File: src/rtl/sdp_ram_byte_clear_if.sv
// Port bundle for sdp_ram_byte_clear: write port, read port, clear control, status.
// master = requester side, slave = RAM side. state_dbg mirrors the clear FSM state.
interface sdp_ram_byte_clear_if #(
  parameter int DATA_WIDTH = 16,
  parameter int ADDR_WIDTH = 4,
  parameter int BYTE_WIDTH = 8
);
  localparam int NUM_BYTES = DATA_WIDTH / BYTE_WIDTH;

  // Requests are single-cycle strobes sampled on the rising edge; they are
  // accepted only while busy is low. rd_valid marks the cycle ram_out is new.
  logic                  en_w;
  logic [NUM_BYTES-1:0]  be;
  logic [ADDR_WIDTH-1:0] write_addr;
  logic [DATA_WIDTH-1:0] data;
  logic                  en_r;
  logic [ADDR_WIDTH-1:0] read_addr;
  logic                  clear_req;
  logic [DATA_WIDTH-1:0] ram_out;
  logic                  rd_valid;
  logic                  busy;
  logic                  clear_done;
  logic                  state_dbg;

  modport master (
    output en_w, be, write_addr, data, en_r, read_addr, clear_req,
    input  ram_out, rd_valid, busy, clear_done, state_dbg
  );

  modport slave (
    input  en_w, be, write_addr, data, en_r, read_addr, clear_req,
    output ram_out, rd_valid, busy, clear_done, state_dbg
  );
endinterface

File: src/rtl/sdp_ram_byte_clear.sv
// Single-clock simple dual-port RAM with byte enables and a clear sequencer.
// Optional macro SDP_RAM_OUT_REG_EN adds an output register (read latency 2).
module sdp_ram_byte_clear #(
  parameter int                    DATA_WIDTH = 16,
  parameter int                    ADDR_WIDTH = 4,
  parameter int                    BYTE_WIDTH = 8,
  parameter int                    RDW_MODE   = 0,
  parameter logic [DATA_WIDTH-1:0] INIT_VALUE = '0
) (
  input  logic                 clk,
  input  logic                 reset,
  sdp_ram_byte_clear_if.slave  bus
);
  localparam int DEPTH     = 2 ** ADDR_WIDTH;
  localparam int NUM_BYTES = DATA_WIDTH / BYTE_WIDTH;

  typedef enum logic {ST_CLEAR = 1'b0, ST_READY = 1'b1} state_t;

  state_t                state_q, state_d;
  logic [ADDR_WIDTH-1:0] cnt_q, cnt_d;
  logic                  done_q, done_d;
  logic [DATA_WIDTH-1:0] rd_data_q, rd_data_d;
  logic                  rd_vld_q, rd_vld_d;

  logic [DATA_WIDTH-1:0] mem_q [DEPTH];

  logic                  wr_fire;
  logic                  rd_fire;
  logic [ADDR_WIDTH-1:0] wr_addr;
  logic [DATA_WIDTH-1:0] wr_data;
  logic [DATA_WIDTH-1:0] wr_mask;
  logic [DATA_WIDTH-1:0] rd_word;

  always_comb begin
    state_d = state_q;
    cnt_d   = cnt_q;
    done_d  = 1'b0;
    wr_fire = 1'b0;
    rd_fire = 1'b0;
    wr_addr = bus.write_addr;
    wr_data = bus.data;
    wr_mask = '0;
    for (int i = 0; i < NUM_BYTES; i++) begin
      wr_mask[i*BYTE_WIDTH +: BYTE_WIDTH] = {BYTE_WIDTH{bus.be[i]}};
    end

    case (state_q)
      ST_CLEAR: begin
        wr_fire = 1'b1;
        wr_addr = cnt_q;
        wr_data = INIT_VALUE;
        wr_mask = '1;
        cnt_d   = cnt_q + ADDR_WIDTH'(1);
        if (cnt_q == ADDR_WIDTH'(DEPTH - 1)) begin
          state_d = ST_READY;
          done_d  = 1'b1;
          cnt_d   = '0;
        end
      end
      ST_READY: begin
        // A clear request drops any access presented in the same cycle.
        if (bus.clear_req) begin
          state_d = ST_CLEAR;
          cnt_d   = '0;
        end else begin
          wr_fire = bus.en_w;
          rd_fire = bus.en_r;
        end
      end
      default: state_d = ST_CLEAR;
    endcase

    rd_word = mem_q[bus.read_addr];
    if ((RDW_MODE != 0) && wr_fire && (wr_addr == bus.read_addr)) begin
      rd_word = (rd_word & ~wr_mask) | (wr_data & wr_mask);
    end

    rd_data_d = rd_fire ? rd_word : rd_data_q;
    rd_vld_d  = rd_fire;
  end

  always_ff @(posedge clk or posedge reset) begin
    if (reset) begin
      state_q   <= ST_CLEAR;
      cnt_q     <= '0;
      done_q    <= 1'b0;
      rd_data_q <= '0;
      rd_vld_q  <= 1'b0;
    end else begin
      state_q   <= state_d;
      cnt_q     <= cnt_d;
      done_q    <= done_d;
      rd_data_q <= rd_data_d;
      rd_vld_q  <= rd_vld_d;
    end
  end

  // Storage has no reset; writes are suppressed while reset is held.
  always_ff @(posedge clk) begin
    if (wr_fire && !reset) begin
      for (int i = 0; i < NUM_BYTES; i++) begin
        if (wr_mask[i*BYTE_WIDTH]) begin
          mem_q[wr_addr][i*BYTE_WIDTH +: BYTE_WIDTH] <= wr_data[i*BYTE_WIDTH +: BYTE_WIDTH];
        end
      end
    end
  end

`ifdef SDP_RAM_OUT_REG_EN
  logic [DATA_WIDTH-1:0] out_q, out_d;
  logic                  out_vld_q, out_vld_d;

  always_comb begin
    out_d     = rd_vld_q ? rd_data_q : out_q;
    out_vld_d = rd_vld_q;
  end

  always_ff @(posedge clk or posedge reset) begin
    if (reset) begin
      out_q     <= '0;
      out_vld_q <= 1'b0;
    end else begin
      out_q     <= out_d;
      out_vld_q <= out_vld_d;
    end
  end

  assign bus.ram_out  = out_q;
  assign bus.rd_valid = out_vld_q;
`else
  assign bus.ram_out  = rd_data_q;
  assign bus.rd_valid = rd_vld_q;
`endif

  assign bus.busy       = (state_q == ST_CLEAR);
  assign bus.clear_done = done_q;
  assign bus.state_dbg  = state_q;
endmodule

File: src/flat_wrapper.sv
// flat-port wrapper written by rule: the top's interface ports become plain ports
module sdp_ram_byte_clear_flat 
#(
  parameter int                    DATA_WIDTH = 16,
  parameter int                    ADDR_WIDTH = 4,
  parameter int                    BYTE_WIDTH = 8,
  parameter int                    RDW_MODE   = 0,
  parameter logic [DATA_WIDTH-1:0] INIT_VALUE = '0
)
  (clk, reset, bus_en_w, bus_be, bus_write_addr, bus_data, bus_en_r, bus_read_addr, bus_clear_req, bus_ram_out, bus_rd_valid, bus_busy, bus_clear_done, bus_state_dbg);
  sdp_ram_byte_clear_if #(.DATA_WIDTH(DATA_WIDTH), .ADDR_WIDTH(ADDR_WIDTH), .BYTE_WIDTH(BYTE_WIDTH)) bus_i ();
  input  logic clk;
  input  logic reset;
  input wire logic [$bits(bus_i.en_w)-1:0] bus_en_w;
  input wire logic [$bits(bus_i.be)-1:0] bus_be;
  input wire logic [$bits(bus_i.write_addr)-1:0] bus_write_addr;
  input wire logic [$bits(bus_i.data)-1:0] bus_data;
  input wire logic [$bits(bus_i.en_r)-1:0] bus_en_r;
  input wire logic [$bits(bus_i.read_addr)-1:0] bus_read_addr;
  input wire logic [$bits(bus_i.clear_req)-1:0] bus_clear_req;
  output wire logic [$bits(bus_i.ram_out)-1:0] bus_ram_out;
  output wire logic [$bits(bus_i.rd_valid)-1:0] bus_rd_valid;
  output wire logic [$bits(bus_i.busy)-1:0] bus_busy;
  output wire logic [$bits(bus_i.clear_done)-1:0] bus_clear_done;
  output wire logic [$bits(bus_i.state_dbg)-1:0] bus_state_dbg;
  assign bus_i.en_w = bus_en_w;
  assign bus_i.be = bus_be;
  assign bus_i.write_addr = bus_write_addr;
  assign bus_i.data = bus_data;
  assign bus_i.en_r = bus_en_r;
  assign bus_i.read_addr = bus_read_addr;
  assign bus_i.clear_req = bus_clear_req;
  assign bus_ram_out = bus_i.ram_out;
  assign bus_rd_valid = bus_i.rd_valid;
  assign bus_busy = bus_i.busy;
  assign bus_clear_done = bus_i.clear_done;
  assign bus_state_dbg = bus_i.state_dbg;
  sdp_ram_byte_clear #(.DATA_WIDTH(DATA_WIDTH), .ADDR_WIDTH(ADDR_WIDTH), .BYTE_WIDTH(BYTE_WIDTH), .RDW_MODE(RDW_MODE), .INIT_VALUE(INIT_VALUE)) u_core (.clk(clk), .reset(reset), .bus(bus_i));
endmodule
File: config.mk
export PLATFORM = sky130hd
export DESIGN_NAME = sdp_ram_byte_clear_flat
export DESIGN_NICKNAME = d
export VERILOG_FILES = /design/src/rtl/sdp_ram_byte_clear_if.sv /design/src/rtl/sdp_ram_byte_clear.sv /design/src/flat_wrapper.sv
export SDC_FILE = /design/constraint.sdc
export NUM_CORES = 1
export LEC_CHECK = 0
export BUFFER_PORTS_ARGS = -buffer_cell sky130_fd_sc_hd__clkbuf_2
export CAP_MARGIN = 5
export CORE_UTILIZATION = 50
export CTS_CLUSTER_DIAMETER = 50
export CTS_CLUSTER_SIZE = 12
export DETAILED_ROUTE_END_ITERATION = 10
export GPL_TIMING_DRIVEN = 1
export PLACE_DENSITY = 0.71
export SYNTH_ARGS = -nofsm -noshare
export SYNTH_HDL_FRONTEND = slang
export SYNTH_SLANG_ARGS = --single-unit
File: constraint.sdc
create_clock -name clk -period 5.8 [get_ports clk]
set_input_delay 0.29 -clock clk [delete_from_list [all_inputs] [get_ports clk]]
set_output_delay 0.29 -clock clk [all_outputs]
set_load 0.05 [all_outputs]
=== Yosys cells after proc, flatten, opt, wreduce, memory -nomap -nowiden ===
Memories as Yosys holds them, arrays and structs flattened. A register that Yosys moved wholly into a read port is not among the register bits.
Index checks and enable logic that the tools add are counted.

* Memories: 1
* Register bits: 7
* Output and inout bits: 20
* Logic and storage cells: 31
* RAM bits: 256

{| class="wikitable"
|+ Memories
! name !! depth !! bits a word !! rd ports !! clocked after Yosys merged registers in !! write ports !! line !! text
|-
| u_core.mem_q || 16 || 16 || 1 || 1 || 1 || sdp_ram_byte_clear.sv:25 || <nowiki>logic [DATA_WIDTH-1:0] mem_q [DEPTH];</nowiki>
|}

* Eq/ne operators: 2
* Bitwise operators: 1
* Reduce and logical (&&, ||, !) cells: 2
* Muxes and demuxes: 20
* Add/subtract/negate cells: 1

{| class="wikitable"
|+ Operators with widths
! kind !! count
|-
| two-way mux 16 bit || 1
|-
| two-way mux 1 bit || 12
|-
| two-way mux 4 bit || 3
|-
| two-way mux 9 bit || 1
|-
| case mux 4 bit (2 select lines) || 1
|-
| adder 4 x 1 -> 4 bit (second input constant) || 1
|-
| equality test 4 bit (second input constant) || 1
|-
| case mux 1 bit (2 select lines) || 2
|-
| inequality test 2 bit (second input constant) || 1
|-
| logical AND 1 bit || 1
|-
| zero test 1 bit || 1
|-
| NOT 1 bit || 1
|}

=== Depth between registers and ports, before layout ===
Gate-level depths: netlist (run 1).

* Depth in word-level cells: 5
* Gate-level depth with buffers: 7
* Depth with buffers taken out: 4

=== Worst setup path before layout (run 1) ===
Ideal clock, no wire load.

* Path kind: reg2reg
* From: register u_core.state_q (netlist: u_core.bus.state_dbg)
* To: memory u_core.mem_q[1][0] (enable)
* Arrival time: 2.067 ns
* Stages on the path, launching flop included: 7
* Required time: 5.430 ns
* Library setup time: 0.370 ns
* Slack: 3.363 ns
* Period minus slack after synthesis: 2.437 ns
* Path through: dfrtp_1 clkbuf_1 clkbuf_1 nand2_1 o32ai_1 nand2_1 nor2_1

* Longest elaborated chain between the ends: 5

{| class="wikitable"
|+ Ends and longest elaborated chain
! what !! line !! text
|-
| start: declaration || sdp_ram_byte_clear.sv:19 || <nowiki>state_t state_q, state_d;</nowiki>
|-
| start signal: assignment || sdp_ram_byte_clear.sv:90 || <nowiki>state_q <= state_d;</nowiki>
|-
| NOT 1 bit || sdp_ram_byte_clear.sv:47 || <nowiki>case (state_q)</nowiki>
|-
| case mux 1 bit (2 select lines) || sdp_ram_byte_clear.sv:47 ||
|-
| logical AND 1 bit || sdp_ram_byte_clear.sv:100 || <nowiki>if (wr_fire && !reset) begin</nowiki>
|-
| two-way mux 1 bit || sdp_ram_byte_clear.sv:100 ||
|-
| two-way mux 1 bit (implied by the code) || sdp_ram_byte_clear.sv:103 || <nowiki>mem_q[wr_addr][i*BYTE_WIDTH +: BYTE_WIDTH] <= wr_data[i*BYTE_WIDTH +: BYTE_WIDTH];</nowiki>
|-
| end: declaration || sdp_ram_byte_clear.sv:25 ||
|}

Parallel ways exist; a longest one is shown, timed or not.

=== Worst setup path after layout (run 1) ===
* From: register u_core.state_q (netlist: u_core.bus.state_dbg)
* To: memory u_core.mem_q[9][12] (enable)

Same word-level chain as after synthesis.

==> qor.yml, run 1 <==
status: "completed"
synthMuxAreaShare: 0.168
track_usage: 0.202
drtPass1Iterations: 5
fp.dieH_um: 151
dpl_cell_area_sq_um: 11500
min_path_type: "in -> reg"
coreArea_sq_um: 21800
wire_per_inst_um: 23.7
clock-sinks: 279
cp-end-kind: "register"
antenna_found_initial: 0
setup_ws_ns: 2.78
hold_viol_final: 0
grt_pass1_vias: 5560
syn_area_per_cell_sq_um: 20.2
synthTopCellsByArea: "edfxtp_1 70%, mux4_2 11%, dfrtp_1 5.2%"
synth_ff_type: "edfxtp_1"
pre_cts_ws_ns: 2.73
nNetsFinal: 637
min_period_ns: 3.02
grt.overflow.total: 0
yosysWarnings: 0
final_cell_mix: "256 x edfxtp_1, 56 x mux4_2, 49 x clkbuf_2"
die_x_um: 151
antenna_left: 0
drt-total-wl_um: 21500
multiInputGateArea_sq_um: 2610
path_max_fanout: 40
combPwrFrac: 0.175
synth-seq-area-share: 0.747
grt_max_degree: 53
synth-edff-count: 256
fin_worst_skew_ns: 0.00723
cts_tree: "yes"
timing.fmax_mhz: 331
h-tree-depth: 1
maxCapViolCount: 0
maxSlewHeadroom: 0.303
yosys.area_share.xor_xnor: 0
slew_violations: 0
area_growth_pct: 11.4
cp.arrival_ns: 3.15
grt_pass1_wl_um: 33400
worstPathRequired_ns: 5.93
vias_per_cell: 5.94
seqCellArea_sq_um: 8260
synth.top_cell.area_share: 0.695
hpwl_um: 13600
power_density_nw_per_um2: 410
drc: 0
drtIter0Drc: 592
setup_viol: 0
clk_pin_slew_ns: 0.06
internal-power_w: 0.00365
cts_buffer_depth: 3
path_class: "reg -> reg"
final_common_cell: "edfxtp_1"
seq_power_share: 0.518
clockPowerShare: 0.307
vdd_drop_max_mv: 0.314
die_area_sq_um: 22700
synthAdderAreaFrac: 0.00113
synth_top_area_cell: "edfxtp_1"
port_buffers: 50
rsz0062_at_grt: "false"
synth_cell_types: 36
start_kind: "register"
root_buffer: "clkbuf_16"
sw_frac_of_total: 0.277
num_rows: 54
final_area_sq_um: 12300
synth_top_family_by_area: "multiplexers"
tightest_slew_ns: 1.05
period_share: 0.521
ios: 51
cts_buffers: 27
async_reset_ff_frac: 0.0824
leakagePower_nw: 4.19
syn_nets: 579
synth.cell_area_sq_um: 11100
synth_compound_area_frac: 0.0223
vias: 5370
p_switching_w: 0.00140
setup-tns-final_ns: 0
insertion_delay_ns: 0.52
synthCells: 547
ys_seq_elements: 279
gp_congestion: 0.810
drive_gt1_frac: 0.253
antenna_cells: 0
synthSimpleGateAreaFrac: 0.0442
whs_ns: 0.0234
initial_utilization: 0.508
post_cts_buffers: 0
fill_cells: 1619
==> synthesized netlist by cell type (6+ instances only) <==
cell type / n
nor2_1: 29
nand2_1: 15
nand2b_1: 8
a221o_1: 11
nor3_1: 13
mux2i_1: 21
mux2_2: 16
o21ai_1: 7
nor2b_1: 6
edfxtp_1: 256
mux4_1: 8
clkbuf_1: 14
and2_1: 17
dfrtp_1: 23
mux4_2: 56
==> registers in the layout, summed over array words and instances (netlist names) <==
name                   count
u_core.bus.rd_valid        1
u_core.mem_q             256
u_core.bus.state_dbg       1
u_core.cnt_q               4
u_core.bus.ram_out        16
u_core.bus.clear_done      1
==> worst paths after layout <==
| kind | slack (ns) | depth (start not counted) | to | startpoint |
|---|---|---|---|---|
| worst max-delay path | 2.78 | 3 | u_core.mem_q[9][12] | u_core.bus.state_dbg |
| worst min-delay path | 0.02 | 2 | u_core.cnt_q[1] | bus_clear_req |
| worst max register to register | 2.78 | 3 | u_core.mem_q[9][12] | u_core.bus.state_dbg |
| worst min register to register | 0.49 | 2 | u_core.bus.ram_out[13] | u_core.bus.ram_out[13] |
| max in group asynchronous | 5.10 | 4 | u_core.bus.ram_out[12] | reset |
| min in group asynchronous | 0.17 | 3 | u_core.bus.clear_done | reset |
==> power groups by stage <==
stage               combinational (W)  clock [W]  sequential [W]
global route                 0.000947    0.00165         0.00264
finish                       0.000882    0.00155         0.00261
floorplan                    0.000465          0         0.00279
global placement             0.000867          0         0.00264
CTS                          0.000889    0.00157         0.00261
detailed placement           0.000886          0         0.00265
==> per-stage QoR <==
step	utilization	cells	power, W
2_1_floorplan	-	547	0.00326
3_3_place_gp	0.531	855	0.00351
3_5_place_dp	0.531	855	0.00354
4_1_cts	0.566	904	0.00507
5_1_grt	0.566	904	0.00523
6_report	0.566	904	0.00504
==> cell families (layout without fill, tap and decap cells) <==
logic type / count (synthesis) / after routing
buffers and inverters: 34 / 111
AO/OA/AOI/OAI: 34 / 34
multiplexers: 101 / 101
flip-flops: 279 / 279
adder cells (fa/ha/maj): 1 / 1
AND/OR/NAND/NOR: 98 / 98
==> timing repair <==
| action | CTS | global route |
|---|---|---|
| hold endpoints to repair | 23 | 0 |
| hold buffers | 1 | 0 |
| endpoints found under the setup margin | 0 | 0 |
| resized for setup | 0 | 0 |
==> final cells by class <==
cell class / instances / share of cell area
Multi-Input combinational cell: 234 / 0.212
Inverter: 6 / 0.00183
Timing Repair Buffer: 57 / 0.0250
Clock inverter: 2 / 0.00112
Clock buffer: 46 / 0.0607
Sequential cell: 279 / 0.671
Tap cell: 280 / 0.0284
==> critical path, stage by stage (launching register included) <==
cell	delay, ns
dfrtp_1	1.03
a32oi_1	0.45
nand2b_1	0.33
nor2b_1	0.82
==> per-layer routing <==
layer / track usage / part of all wire / wire length, um / vias to the layer above
met5: 0 / 0 / 0 / -
met4: 0.0610 / 0.019 / 410 / 0
met3: 0.0255 / 0.061 / 1310 / 34
met2: 0.315 / 0.48 / 10300 / 203
met1: 0.303 / 0.44 / 9430 / 2791
li1: - / - / - / 2342
Note: power is estimated with default switching activity, not from simulation.
==> run 2, diff against run 1 <==
--- a/config.mk
+++ b/config.mk
@@ -12,7 +12,7 @@
 export CTS_CLUSTER_SIZE = 12
 export DETAILED_ROUTE_END_ITERATION = 10
 export GPL_TIMING_DRIVEN = 1
-export PLACE_DENSITY = 0.71
+export PLACE_DENSITY = 0.74
 export SYNTH_ARGS = -nofsm -noshare
 export SYNTH_HDL_FRONTEND = slang
 export SYNTH_SLANG_ARGS = --single-unit
==> constraint.sdc (replaced) <==
create_clock -name clk -period 2.55 [get_ports clk]
set_input_delay 0.1275 -clock clk [delete_from_list [all_inputs] [get_ports clk]]
set_output_delay 0.1275 -clock clk [all_outputs]
set_load 0.05 [all_outputs]
==> run 2 against run 1 <==
  * Sequential power is 130% higher
  * Combinational power is 150% higher
  * First-iteration DRC count is 26% lower
  * Critical path type unchanged
  * Largest cell class unchanged
  * Highest routed layer unchanged
==> qor.yml, run 2 (same netlist as run 1, synthesis figures left out) <==
maxSlewHeadroom: 0.288
cts_resized: 0
drtIter0Drc: 437
combPwrFrac: 0.187
timing.fmax_mhz: 433
largest_reg_flops: 256
final_common_cell: "edfxtp_1"
maxCapViolCount: 0
sw_frac_of_total: 0.277
hpwl_um: 14500
cp_top_family: "simple AND/OR/NAND/NOR gates"
area_growth_pct: 14.1
path_class: "reg -> reg"
die_x_um: 151
status: "completed"
ios: 51
seq_power_share: 0.510
path_max_fanout: 24
dp.cells: 888
start_kind: "register"
cp.arrival_ns: 2.46
final_cell_mix: "256 x edfxtp_1, 56 x mux4_2, 49 x clkbuf_2"
crit_chain: "buf_4 -> a21oi_1 -> nand2b_1 -> nor2_1"
top_register: "u_core.mem_q"
drt-total-wl_um: 22000
power_density_nw_per_um2: 921
worstPathRequired_ns: 2.70
track_usage: 0.202
vias: 5504
port_buffers: 50
period_share: 0.906
vias_per_cell: 5.86
wire_per_inst_um: 23.4
critPathBufInv: 1
setup_ws_ns: 0.238
power_w: 0.0116
post-route-util: 0.580
clockPowerShare: 0.304
vdd_drop_max_mv: 0.678
cts_buffer_depth: 3
fin_cells: 939
setup_viol: 0
leakagePower_nw: 4.39
die_area_sq_um: 22700
drtPass1Iterations: 6
antenna_found_initial: 0
cts_buffers: 27
setup-tns-final_ns: 0
pre_cts_ws_ns: 0.212
grt_max_degree: 45
root_buffer: "clkbuf_16"
clk_pin_slew_ns: 0.06
hold_viol_final: 0
internal-power_w: 0.00840
gp_congestion: 0.835
drc: 0
p_switching_w: 0.00322
slew_violations: 0
h-tree-depth: 1
fin_worst_skew_ns: 0.00815
fp.dieH_um: 151
cp-end-kind: "register"
rsz0062_at_grt: "false"
num_rows: 54
grt_pass1_vias: 5655
min_path_type: "in -> reg"
insertion_delay_ns: 0.51
nNetsFinal: 671
drive_gt1_frac: 0.288
coreArea_sq_um: 21800
clock-sinks: 279
tightest_slew_ns: 1.07
slowest_delay_ns: 0.74
antenna_cells: 0
fill_cells: 1591
grt_pass1_wl_um: 33500
slowest_stage: "dfrtp_1"
antenna_left: 0
grt.overflow.total: 0
initial_utilization: 0.508
cts_tree: "yes"
min_period_ns: 2.31
-- run 2: cell types whose count changed in the layout (fill, tap and decap cells not counted) --
cell / change
buf_4: +30
buf_12: +3
clkbuf_1: +2
clkinv_2: -1
clkinv_4: -1
dlygate4sd3_1: +1
inv_8: +1
-- run 2: power groups by stage --
stage / Combinational (W) / Sequential [W] / Clock [W]
detailed placement: 0.00217 / 0.00601 / 0
CTS: 0.00218 / 0.00592 / 0.00359
finish: 0.00217 / 0.00592 / 0.00353
global route: 0.00233 / 0.00597 / 0.00373
global placement: 0.00211 / 0.00598 / 0
floorplan: 0.00106 / 0.00635 / 0
-- run 2: per-stage QoR --
| stage | cell area, sq um | hold slack (ns) |
|---|---|---|
| floorplan | 11100 | 0.129 |
| global placement | 11800 | 0.378 |
| detailed placement | 11800 | 0.392 |
| CTS | 12600 | 0.236 |
| global route | 12600 | 0.276 |
| finish | 12600 | 0.259 |
-- run 2: repair_timing --
action,CTS,global route
hold endpoints to repair,25,0
hold buffers,2,0
setup buffers,0,0
-- run 2: path summary, 6_finish.rpt --
path,from,slack [ns],cells after the start,endpoint
min in group asynchronous,reset,0.44,3,u_core.cnt_q[1]
max in group asynchronous,reset,1.46,3,u_core.bus.ram_out[0]
worst max register to register,u_core.bus.state_dbg,0.24,4,u_core.mem_q[3][15]
worst min-delay path,bus_data[8],0.26,2,u_core.mem_q[1][8]
worst min register to register,u_core.bus.ram_out[13],0.49,2,u_core.bus.ram_out[13]
worst max-delay path,u_core.bus.state_dbg,0.24,4,u_core.mem_q[3][15]
-- run 2: per-layer routing --
metal,track usage,part of all wire,wire length [um],up-vias
met3,0.0279,0.060,1330,38
met1,0.289,0.42,9310,2846
met2,0.327,0.49,10900,206
li1,-,-,-,2414
met4,0.0605,0.022,473,0
met5,0,0,0,-
-- run 2: area by class of cell --
type / instances / area (sq um) / share of cell area
flip-flops and latches: 279 / 8260 / 0.655
clock buffers: 48 / 754 / 0.0598
repair buffers: 91 / 603 / 0.0478
inverters: 6 / 22.5 / 0.00179
clock inverters: 1 / 11.3 / 0.000893
well taps: 280 / 350 / 0.0278
multi-input cells: 234 / 2610 / 0.207
-- run 2: worst register-to-register path: cells and delay by family, from the launching register on --
kind	cells	cell delay (ns)
and+or+nand+nor	2	0.80
buffers and inverters	1	0.26
AOI/OAI and AO/OA	1	0.15
DFF	1	0.74
